===== config.mk =====
export PLATFORM = sky130hd
export DESIGN_NAME = fsk_demodulate_flat
export DESIGN_NICKNAME = d
export VERILOG_FILES = /design/src/rtl/fsk_demodulate_pkg.sv /design/src/rtl/fsk_demodulate_if.sv /design/src/rtl/fsk_demodulate_edge_timer.sv /design/src/rtl/fsk_demodulate.sv /design/src/flat_wrapper.sv
export SDC_FILE = /design/constraint.sdc
export NUM_CORES = 1
export LEC_CHECK = 0
export ABC_AREA = 1
export BUFFER_PORTS_ARGS = -buffer_cell sky130_fd_sc_hd__buf_4
export CAP_MARGIN = 20
export CORE_MARGIN = 1.5
export CORE_UTILIZATION = 45
export DETAILED_ROUTE_END_ITERATION = 7
export PLACE_DENSITY_LB_ADDON = 0.2
export REMOVE_ABC_BUFFERS = 1
export SKIP_CTS_REPAIR_TIMING = 1
export SKIP_LAST_GASP = 1
export SLEW_MARGIN = 20
export SYNTH_ARGS = -nofsm -noshare
export SYNTH_HDL_FRONTEND = slang
export SYNTH_HIERARCHICAL = 1
export SYNTH_SLANG_ARGS = --single-unit
export TNS_END_PERCENT = 30

===== constraint.sdc =====
create_clock -name clk -period 2.8 [get_ports clk]
set_input_delay 0.28 -clock clk [delete_from_list [all_inputs] [get_ports clk]]
set_output_delay 0.28 -clock clk [all_outputs]
set_load 0.02 [all_outputs]

===== src/rtl/fsk_demodulate_pkg.sv =====
// Shared FSK link constants, demodulator state/class encodings and counter sizing.
// The tone constants are also the defaults used by the companion modulator.
package fsk_pkg;

    localparam int MARK_HALF  = 8;
    localparam int SPACE_HALF = 16;
    localparam int THRESH     = 12;
    localparam int MIN_HALF   = 4;
    localparam int MAX_HALF   = 24;
    localparam int CONFIRM    = 2;
    localparam int TIMEOUT    = 48;

    typedef enum logic [1:0] {
        IDLE,
        ACQUIRE,
        LOCKED
    } state_e;

    typedef enum logic [1:0] {
        CLS_INVALID,
        CLS_SPACE,
        CLS_MARK
    } cls_e;

    // Interval counter must be able to hold the saturation value TIMEOUT.
    function automatic int cnt_width(input int timeout);
        return $clog2(timeout + 1);
    endfunction

endpackage


===== src/rtl/fsk_demodulate_if.sv =====
// Line side and recovered-data side of the FSK demodulator, bundled for port connection.
interface fsk_demodulate_if #(
    parameter int CNT_W = fsk_pkg::cnt_width(fsk_pkg::TIMEOUT)
);
    logic             fsk_in;
    logic             data_out;
    logic             data_valid;
    logic             carrier_lost;
    logic [CNT_W-1:0] interval;

    // master: the demodulator itself; slave: the line driver / link-level consumer.
    modport master (
        input  fsk_in,
        output data_out,
        output data_valid,
        output carrier_lost,
        output interval
    );

    modport slave (
        output fsk_in,
        input  data_out,
        input  data_valid,
        input  carrier_lost,
        input  interval
    );
endinterface


===== src/rtl/fsk_demodulate_edge_timer.sv =====
// Synchronises the asynchronous FSK line, detects transitions and times the gap between them.
// The measured interval is presented combinationally alongside the edge strobe.
module fsk_edge_timer
    import fsk_pkg::*;
#(
    parameter int TIMEOUT = fsk_pkg::TIMEOUT,
    parameter int CNT_W   = cnt_width(TIMEOUT)
) (
    input  logic             clk,
    input  logic             rst,
    input  logic             fsk_i,
    output logic             edge_o,
    output logic [CNT_W-1:0] interval_o,
    output logic             timeout_o
);

    localparam logic [CNT_W-1:0] CNT_MAX = CNT_W'(TIMEOUT);

    logic             sync1_q, sync2_q, sync3_q;
    logic [CNT_W-1:0] cnt_q, cnt_d;

    assign edge_o     = sync2_q != sync3_q;
    assign interval_o = cnt_q + CNT_W'(1);
    assign timeout_o  = (cnt_q == CNT_MAX) && !edge_o;

    // NOTE: every path assigns cnt_d a default first, so no latch can be inferred.
    always_comb begin
        cnt_d = cnt_q;
        if (edge_o) begin
            cnt_d = '0;
        end else if (cnt_q != CNT_MAX) begin
            cnt_d = cnt_q + CNT_W'(1);
        end
    end

    // NOTE: state flops use non-blocking assignment so the sync chain shifts one stage per clock.
    always_ff @(posedge clk or posedge rst) begin
        if (rst) begin
            sync1_q <= 1'b0;
            sync2_q <= 1'b0;
            sync3_q <= 1'b0;
            cnt_q   <= '0;
        end else begin
            sync1_q <= fsk_i;
            sync2_q <= sync1_q;
            sync3_q <= sync2_q;
            cnt_q   <= cnt_d;
        end
    end

endmodule


===== src/rtl/fsk_demodulate.sv =====
// FSK demodulator: classifies each transition interval as mark/space/invalid and
// debounces symbol changes through an IDLE/ACQUIRE/LOCKED state machine.
module fsk_demodulate
    import fsk_pkg::*;
#(
    parameter int MARK_HALF  = fsk_pkg::MARK_HALF,
    parameter int SPACE_HALF = fsk_pkg::SPACE_HALF,
    parameter int THRESH     = fsk_pkg::THRESH,
    parameter int MIN_HALF   = fsk_pkg::MIN_HALF,
    parameter int MAX_HALF   = fsk_pkg::MAX_HALF,
    parameter int CONFIRM    = fsk_pkg::CONFIRM,
    parameter int TIMEOUT    = fsk_pkg::TIMEOUT
) (
    input logic              clk,
    input logic              rst,
    fsk_demodulate_if.master bus
);

    localparam int CNT_W = cnt_width(TIMEOUT);
    localparam int RUN_W = $clog2(CONFIRM + 1);

    localparam logic [CNT_W-1:0] MIN_C    = CNT_W'(MIN_HALF);
    localparam logic [CNT_W-1:0] THRESH_C = CNT_W'(THRESH);
    localparam logic [CNT_W-1:0] MAX_C    = CNT_W'(MAX_HALF);
    localparam logic [RUN_W-1:0] RUN_MAX  = RUN_W'(CONFIRM);

    if (!(MIN_HALF < MARK_HALF && MARK_HALF <= THRESH && THRESH < SPACE_HALF &&
          SPACE_HALF <= MAX_HALF && MAX_HALF < TIMEOUT)) begin : g_bad_params
        $error("fsk_demodulate: illegal tone/threshold parameter ordering");
    end

    logic             edge_w, timeout_w;
    logic [CNT_W-1:0] meas_w;

    fsk_edge_timer #(
        .TIMEOUT (TIMEOUT),
        .CNT_W   (CNT_W)
    ) u_timer (
        .clk        (clk),
        .rst        (rst),
        .fsk_i      (bus.fsk_in),
        .edge_o     (edge_w),
        .interval_o (meas_w),
        .timeout_o  (timeout_w)
    );

    state_e           state_q, state_d;
    logic             cand_q, cand_d;
    logic [RUN_W-1:0] run_q, run_d;
    logic             data_q, data_d;
    logic             valid_q, valid_d;
    logic             lost_q, lost_d;
    logic [CNT_W-1:0] interval_q, interval_d;

    cls_e             cls;
    logic             cls_bit;
    logic [RUN_W-1:0] run_inc;

    always_comb begin
        cls = CLS_INVALID;
        if (meas_w >= MIN_C && meas_w <= THRESH_C) begin
            cls = CLS_MARK;
        end else if (meas_w > THRESH_C && meas_w <= MAX_C) begin
            cls = CLS_SPACE;
        end
    end

    assign cls_bit = (cls == CLS_MARK);
    assign run_inc = (run_q == RUN_MAX) ? run_q : run_q + RUN_W'(1);

    always_comb begin
        state_d    = state_q;
        cand_d     = cand_q;
        run_d      = run_q;
        data_d     = data_q;
        valid_d    = 1'b0;
        lost_d     = lost_q;
        interval_d = interval_q;

        // An edge always wins over a coincident timeout; its interval is then simply invalid.
        if (edge_w) begin
            interval_d = meas_w;
            case (state_q)
                IDLE: state_d = ACQUIRE;
                ACQUIRE: begin
                    if (cls == CLS_INVALID) begin
                        run_d = '0;
                    end else begin
                        if (cls_bit == cand_q) begin
                            run_d = run_inc;
                        end else begin
                            cand_d = cls_bit;
                            run_d  = RUN_W'(1);
                        end
                        if (run_d == RUN_MAX) begin
                            state_d = LOCKED;
                            data_d  = cand_d;
                            valid_d = 1'b1;
                            lost_d  = 1'b0;
                            run_d   = '0;
                        end
                    end
                end
                LOCKED: begin
                    if (cls == CLS_INVALID || cls_bit == data_q) begin
                        run_d = '0;
                    end else begin
                        cand_d = cls_bit;
                        run_d  = run_inc;
                        if (run_d == RUN_MAX) begin
                            data_d  = cls_bit;
                            valid_d = 1'b1;
                            run_d   = '0;
                        end
                    end
                end
                default: state_d = IDLE;
            endcase
        end else if (timeout_w && state_q != IDLE) begin
            state_d = IDLE;
            lost_d  = 1'b1;
            data_d  = 1'b0;
            run_d   = '0;
        end
    end

    always_ff @(posedge clk or posedge rst) begin
        if (rst) begin
            state_q    <= IDLE;
            cand_q     <= 1'b0;
            run_q      <= '0;
            data_q     <= 1'b0;
            valid_q    <= 1'b0;
            lost_q     <= 1'b1;
            interval_q <= '0;
        end else begin
            state_q    <= state_d;
            cand_q     <= cand_d;
            run_q      <= run_d;
            data_q     <= data_d;
            valid_q    <= valid_d;
            lost_q     <= lost_d;
            interval_q <= interval_d;
        end
    end

    assign bus.data_out     = data_q;
    assign bus.data_valid   = valid_q;
    assign bus.carrier_lost = lost_q;
    assign bus.interval     = interval_q;

endmodule


===== src/flat_wrapper.sv =====
// flat-port wrapper written by rule: the top's interface ports become plain ports
module fsk_demodulate_flat import fsk_pkg::*;
#(
    parameter int MARK_HALF  = fsk_pkg::MARK_HALF,
    parameter int SPACE_HALF = fsk_pkg::SPACE_HALF,
    parameter int THRESH     = fsk_pkg::THRESH,
    parameter int MIN_HALF   = fsk_pkg::MIN_HALF,
    parameter int MAX_HALF   = fsk_pkg::MAX_HALF,
    parameter int CONFIRM    = fsk_pkg::CONFIRM,
    parameter int TIMEOUT    = fsk_pkg::TIMEOUT
)
  (clk, rst, bus_fsk_in, bus_data_out, bus_data_valid, bus_carrier_lost, bus_interval);
  fsk_demodulate_if #(.CNT_W((cnt_width(TIMEOUT)))) bus_i ();
  input logic clk;
  input logic rst;
  input wire logic [$bits(bus_i.fsk_in)-1:0] bus_fsk_in;
  output wire logic [$bits(bus_i.data_out)-1:0] bus_data_out;
  output wire logic [$bits(bus_i.data_valid)-1:0] bus_data_valid;
  output wire logic [$bits(bus_i.carrier_lost)-1:0] bus_carrier_lost;
  output wire logic [$bits(bus_i.interval)-1:0] bus_interval;
  assign bus_i.fsk_in = bus_fsk_in;
  assign bus_data_out = bus_i.data_out;
  assign bus_data_valid = bus_i.data_valid;
  assign bus_carrier_lost = bus_i.carrier_lost;
  assign bus_interval = bus_i.interval;
  fsk_demodulate #(.MARK_HALF(MARK_HALF), .SPACE_HALF(SPACE_HALF), .THRESH(THRESH), .MIN_HALF(MIN_HALF), .MAX_HALF(MAX_HALF), .CONFIRM(CONFIRM), .TIMEOUT(TIMEOUT)) u_core (.clk(clk), .rst(rst), .bus(bus_i));
endmodule

### Word-level counts from Yosys, hierarchy flattened

Index checks and enable logic that the tools add are counted.

| word-level totals | value |
|---|---|
| bits in registers | 23 |
| logic and storage cells | 98 |

| cells by class | value |
|---|---|
| $add $sub $neg | 2 |
| order comparisons | 4 |
| equal/unequal tests | 22 |
| multiplexer cells | 42 |
| reductions and logical operators | 17 |

Operators with widths:

| kind | count |
|---|---|
| 2-bit two-way mux | 15 |
| 1-bit two-way mux | 20 |
| 6-bit two-way mux | 2 |
| 4-bit AND reduction | 3 |
| 2-bit == test (second input constant) | 5 |
| 2-bit != test (second input constant) | 4 |
| 2-bit nonzero test | 4 |
| 6-bit by 1-bit adder with 6-bit output (second input constant) | 1 |
| 6-bit == test (second input constant) | 1 |
| 6-bit by 3-bit >= comparator with 1-bit output (second input constant) | 1 |
| 6-bit by 4-bit > comparator with 1-bit output (second input constant) | 1 |
| 6-bit by 4-bit <= comparator with 1-bit output (second input constant) | 1 |
| 6-bit by 5-bit <= comparator with 1-bit output (second input constant) | 1 |
| 3-bit by 2-bit != test with 1-bit output (second input constant) | 2 |
| 3-bit != test (second input constant) | 2 |
| 6-bit != test (second input constant) | 1 |
| 1-bit case mux with 2 select lines | 3 |
| 2-bit case mux with 3 select lines | 1 |
| 6-bit AND reduction | 1 |
| 1-bit logical AND | 4 |
| 2-bit logical NOT | 2 |
| 2-bit by 1-bit != test with 1-bit output (second input constant) | 2 |
| 2-bit case mux with 2 select lines | 1 |
| 3-bit by 1-bit != test with 1-bit output (second input constant) | 1 |
| 7 further kinds | 8 |

### Depth between registers and ports, before layout

| depth | value |
|---|---|
| depth in word-level cells | 16 |
| mapped depth | 18 |
| mapped depth without buffers | 18 |

### Hierarchy

Netlist, hierarchy kept.

Modules (own cells, without submodules):

| module | instances | cells each | area each (um^2) | sequential area each (um^2) |
|---|---|---|---|---|
| fsk_demodulate | 1 | 134 | 997.2 | 351.6 |
| fsk_edge_timer | 1 | 51 | 445.4 | 225.2 |

### Worst setup path after synthesis

OpenSTA, ideal clock, no wires.

| timing | value |
|---|---|
| kind | flip-flop to flip-flop |
| start | reg u_core.u_timer.cnt_q[0] |
| end | reg u_core.data_q (netlist: u_core/bus.data_out) |
| library setup time | 117 ps |
| arrival time | 2116 ps |
| slack | 566 ps |
| cell stages (with the launch flop) | 16 |
| path buffers | 0 |
| clock period less this slack | 2234 ps |
| cell sequence | dfrtp_1 > ha_1 > xnor2_1 > inv_1 > nor2_2 > nor2_4 > nand2_4 > inv_1 > ha_1 > nand2_1 > nor2_1 > nand3_1 > a21oi_2 > nand2_1 > nand2_1 > nand2_1 |

| on the way | value |
|---|---|
| word-level cells in the longest chain between the ends | 14 |
| elaborated cells between the ends (all ways) | 34 |
| classes of those cells | add/sub (1); order compare (4); eq/ne (8); mux (13); reduce/logical (8) |

RTL lines:

| element | line | text |
|---|---|---|
| from (decl) | fsk_demodulate_edge_timer.sv:20 | `logic [CNT_W-1:0] cnt_q, cnt_d;` |
| from (signal assigned) | fsk_demodulate_edge_timer.sv:47 | `cnt_q <= cnt_d;` |
| 6-bit by 1-bit adder with 6-bit output (*) | fsk_demodulate_edge_timer.sv:23 | `assign interval_o = cnt_q + CNT_W'(1);` |
| via u_core.meas_w[2] | fsk_demodulate.sv:33 | `logic [CNT_W-1:0] meas_w;` |
| 6-bit by 4-bit > comparator with 1-bit output / 6-bit by 5-bit <= comparator with 1-bit output (equally long branches) | fsk_demodulate.sv:63 | `end else if (meas_w > THRESH_C && meas_w <= MAX_C) begin` |
| 1-bit logical AND | fsk_demodulate.sv:63 |  |
| 1-bit two-way mux | fsk_demodulate.sv:63 |  |
| 2-bit two-way mux (*) | fsk_demodulate.sv:61 | `if (meas_w >= MIN_C && meas_w <= THRESH_C) begin` |
| 2-bit == test | fsk_demodulate.sv:68 | `assign cls_bit = (cls == CLS_MARK);` |
| 1-bit == test | fsk_demodulate.sv:89 | `if (cls_bit == cand_q) begin` |
| 2-bit two-way mux | fsk_demodulate.sv:89 |  |
| 2-bit two-way mux | fsk_demodulate.sv:86 | `if (cls == CLS_INVALID) begin` |
| 2-bit two-way mux | fsk_demodulate.sv:83 | `case (state_q)` |
| 2-bit two-way mux | fsk_demodulate.sv:81 | `if (edge_w) begin` |
| 2-bit == test | fsk_demodulate.sv:95 | `if (run_d == RUN_MAX) begin` |
| 3-bit by 2-bit != test with 1-bit output (no source line) | n/a |  |
| 6-bit AND reduction (no source line) | n/a |  |
| to (signal assigned) | fsk_demodulate.sv:140 | `data_q <= data_d;` |
| to (decl) | fsk_demodulate.sv:50 | `logic data_q, data_d;` |

The timed path passes the listed nets; every way through them passes the cells marked *. The select of a mux whose other input is x is not followed.
A chain may end at the register's enable or synchronous reset.

### Worst setup path in the final report

Same ends and word-level chain as after synthesis.

==> results.ini <==
[sta]
finalCritPeriodShare_pct=88.3
slew_headroom_pct=62.2
slew_viol_final=0
finalSetupTns_ns=0
skew_ns=0.0129
finalSetupViolCount=0
rsz0062_at_grt=false
tightest_slew_ns=0.567
fin_ws_ns=0.329
fmax_mhz=405
hold_violations=0
min_period_ns=2.47

[final_layout]
synthToLayoutAreaGrowth_pct=12.1
drive_gt1_share_pct=20.4
num_antenna_cells=0
fin_nets=214
final_core_util_pct=53.0
fillers=323

[power]
p_switching_uw=480
p_comb_share_pct=46.2
p_int_uw=634
p_leak_uw=0.000822
ir_drop_mv=0.375
swShare_pct=43.1
cellPowerDensity_nw_per_um2=689
clockPowerShare_pct=14.3
pwr-share-seq_pct=39.5

[setup_path]
crit_type=register to register
cp-end-kind=register
crit_fanout=6
cp.arrival_ns=2.71
startpoint_type=register
critical_path_required_ns=3.04

[placed_design]
dp_hpwl_mm=2.19
portBuffers=11
place_congestion=0.852
place_ws_ns=0.347

[hold_path]
hp-class=input port to register

[logic_synthesis]
yosysUniqueCellTypes=28
synth-simple-area-share_pct=32.3
synth_cells=185
synth-xor-area-share_pct=2.43
syn_area_per_cell_sq_um=7.80
ys_warn_count=6
synth_fa_ha_area_share_pct=7.81
ys_seq_elements=23
ys_seq_area_share_pct=40.0
synth_compound_area_share_pct=8.67
muxShareOfSynthArea_pct=0
synth_top_family_by_area=simple AND/OR/NAND/NOR gates
synth_area_sq_um=1440

[floorplanning]
die_height_microns=59.6
row_count=20
ios=12
dieArea_sq_um=3550
start_util_pct=47.3
core_sq_um=3050
chipWidth_microns=59.6

[drt]
drtAntennaViolNets=0
avgRoutedWirePerCell_microns=11.3
first_pass_iters=4
vias=1181
routed_wl_mm=2.76
drcViolationCount=0
drtIter0Drc=25
viasPerCell=4.82

[global_route]
antenna_found_initial=0
overflow=0
grt_pass1_wl_mm=4.84
grt_pass1_vias=1133
grt_max_degree=15
grtUsageTotal_pct=18.0

[clocking]
cts_tree=yes
clk_pin_slew_ns=0.14
clk_latency_ns=0.32
clock-sinks=23
h-tree-depth=1
cts_root_buf=clkbuf_4
cts_buffers=3
max-clock-path-buffers=2

[status]
outcome=complete, no violations

[job]
maxCapViolations=0

==> worst paths after layout <==
kind,from,endpoint,slack [ns],cells past startpoint
min in group asynchronous,rst,u_core/u_timer/cnt_q[4]$_DFFE_PP0P_,0.46,3
max in group asynchronous,rst,u_core/bus.interval[1]$_DFFE_PP0P_,1.86,3
max reg2reg,u_core/u_timer/cnt_q[0]$_DFFE_PP0P_,u_core/bus.data_out$_DFFE_PP0P_,0.33,15
min,bus_fsk_in,u_core/u_timer/sync1_q$_DFF_PP0_,0.06,1
min reg2reg,u_core/u_timer/sync1_q$_DFF_PP0_,u_core/u_timer/sync2_q$_DFF_PP0_,0.38,0
max,u_core/u_timer/cnt_q[0]$_DFFE_PP0P_,u_core/bus.data_out$_DFFE_PP0P_,0.33,15
==> final cells by class <==
class,count,area [sq um],area share (%)
Clock buffer,3,22.5,1.39
Tap cell,44,55.1,3.40
Clock inverter,1,5.00,0.309
Timing Repair Buffer,14,108,6.65
Multi-Input combinational cell,130,738,45.6
Sequential cell,23,577,35.7
Inverter,30,113,6.96
==> placed cells by master (no fill, tap or decap), types with 5 or more instances in the layout <==
master | synthesis | routed
nand2_1 | 53 | 53
a21oi_1 | 5 | 5
ha_1 | 9 | 9
buf_4 | 0 | 13
dfrtp_1 | 22 | 22
nor2_1 | 7 | 7
inv_1 | 25 | 25
nand2_2 | 7 | 7
nand3_1 | 14 | 14
o21ai_0 | 7 | 7
==> logic make-up after synthesis <==
group,after synthesis
AOI/OAI and AO/OA,21
xor gates and xnor gates,4
adders and majority gates,9
buffers and inverters,32
DFF,23
and+or+nand+nor,96
==> state kept, by name, summed over array words and instances (netlist names) <==
signal	flops
u_core/run_q	2
u_core/cand_q	1
u_core/bus.interval	6
u_core/u_timer/sync3_q	1
u_core/u_timer/sync1_q	1
u_core/state_q	2
u_core/u_timer/cnt_q	6
u_core/bus.carrier_lost	1
u_core/bus.data_out	1
u_core/bus.data_valid	1
u_core/u_timer/sync2_q	1
==> synth_stat cells, drive strengths merged <==
cell type	count	area share [%]
nand3	16	6.2
clkbuf	1	0.26
nor3	1	0.35
nor2	11	4.2
xnor2	2	1.2
clkinv	2	0.52
buf	1	0.78
o21ai	12	4.7
nand4	2	0.87
dfstp	1	1.8
a21oi	7	2.9
nand2	63	19
o21bai	2	1.0
inv	28	7.3
dfrtp	22	38
nand3b	1	0.52
ha	9	7.8
xor2	2	1.2
and2	2	0.87
==> layer usage <==
layer	vias to the layer above	track usage [%]	part of all wire (%)
met5	-	0	0
met4	0	6.67	1.5
met3	4	2.18	2.4
met2	16	29.2	46
met1	550	24.5	50
li1	611	-	-
==> worst max-delay path, stage by stage (launching register included) <==
cell,delay [ns]
dfrtp_1,0.45
ha_1,0.26
xnor2_1,0.20
inv_1,0.13
nor2_2,0.19
nor2_4,0.07
nand2_4,0.07
inv_1,0.06
ha_1,0.29
nand2_1,0.08
nor2_1,0.13
nand3_1,0.14
a21oi_2,0.16
nand2_1,0.06
nand2_1,0.05
nand2_1,0.04
==> metrics by stage <==
step | std cells | power, uW | instance area (sq um) | hold slack, ns
after global routing | 245 | 1220 | 1620 | 0.0399
after floorplan | 183 | 838 | 1430 | 0.108
final | 245 | 1110 | 1620 | 0.0623
after global placement | 240 | 945 | 1580 | 0.257
after CTS | 244 | 1120 | 1610 | -0.111
after detailed placement | 240 | 962 | 1580 | 0.259
==> power groups by stage <==
stage | Sequential [uW] | Combinational (uW) | Clock, uW
detailed placement | 448 | 514 | 0
CTS | 441 | 516 | 167
finish | 440 | 515 | 159
floorplan | 460 | 378 | 0
global route | 450 | 594 | 176
global placement | 445 | 500 | 0
Note: power is estimated with default switching activity, not from simulation.
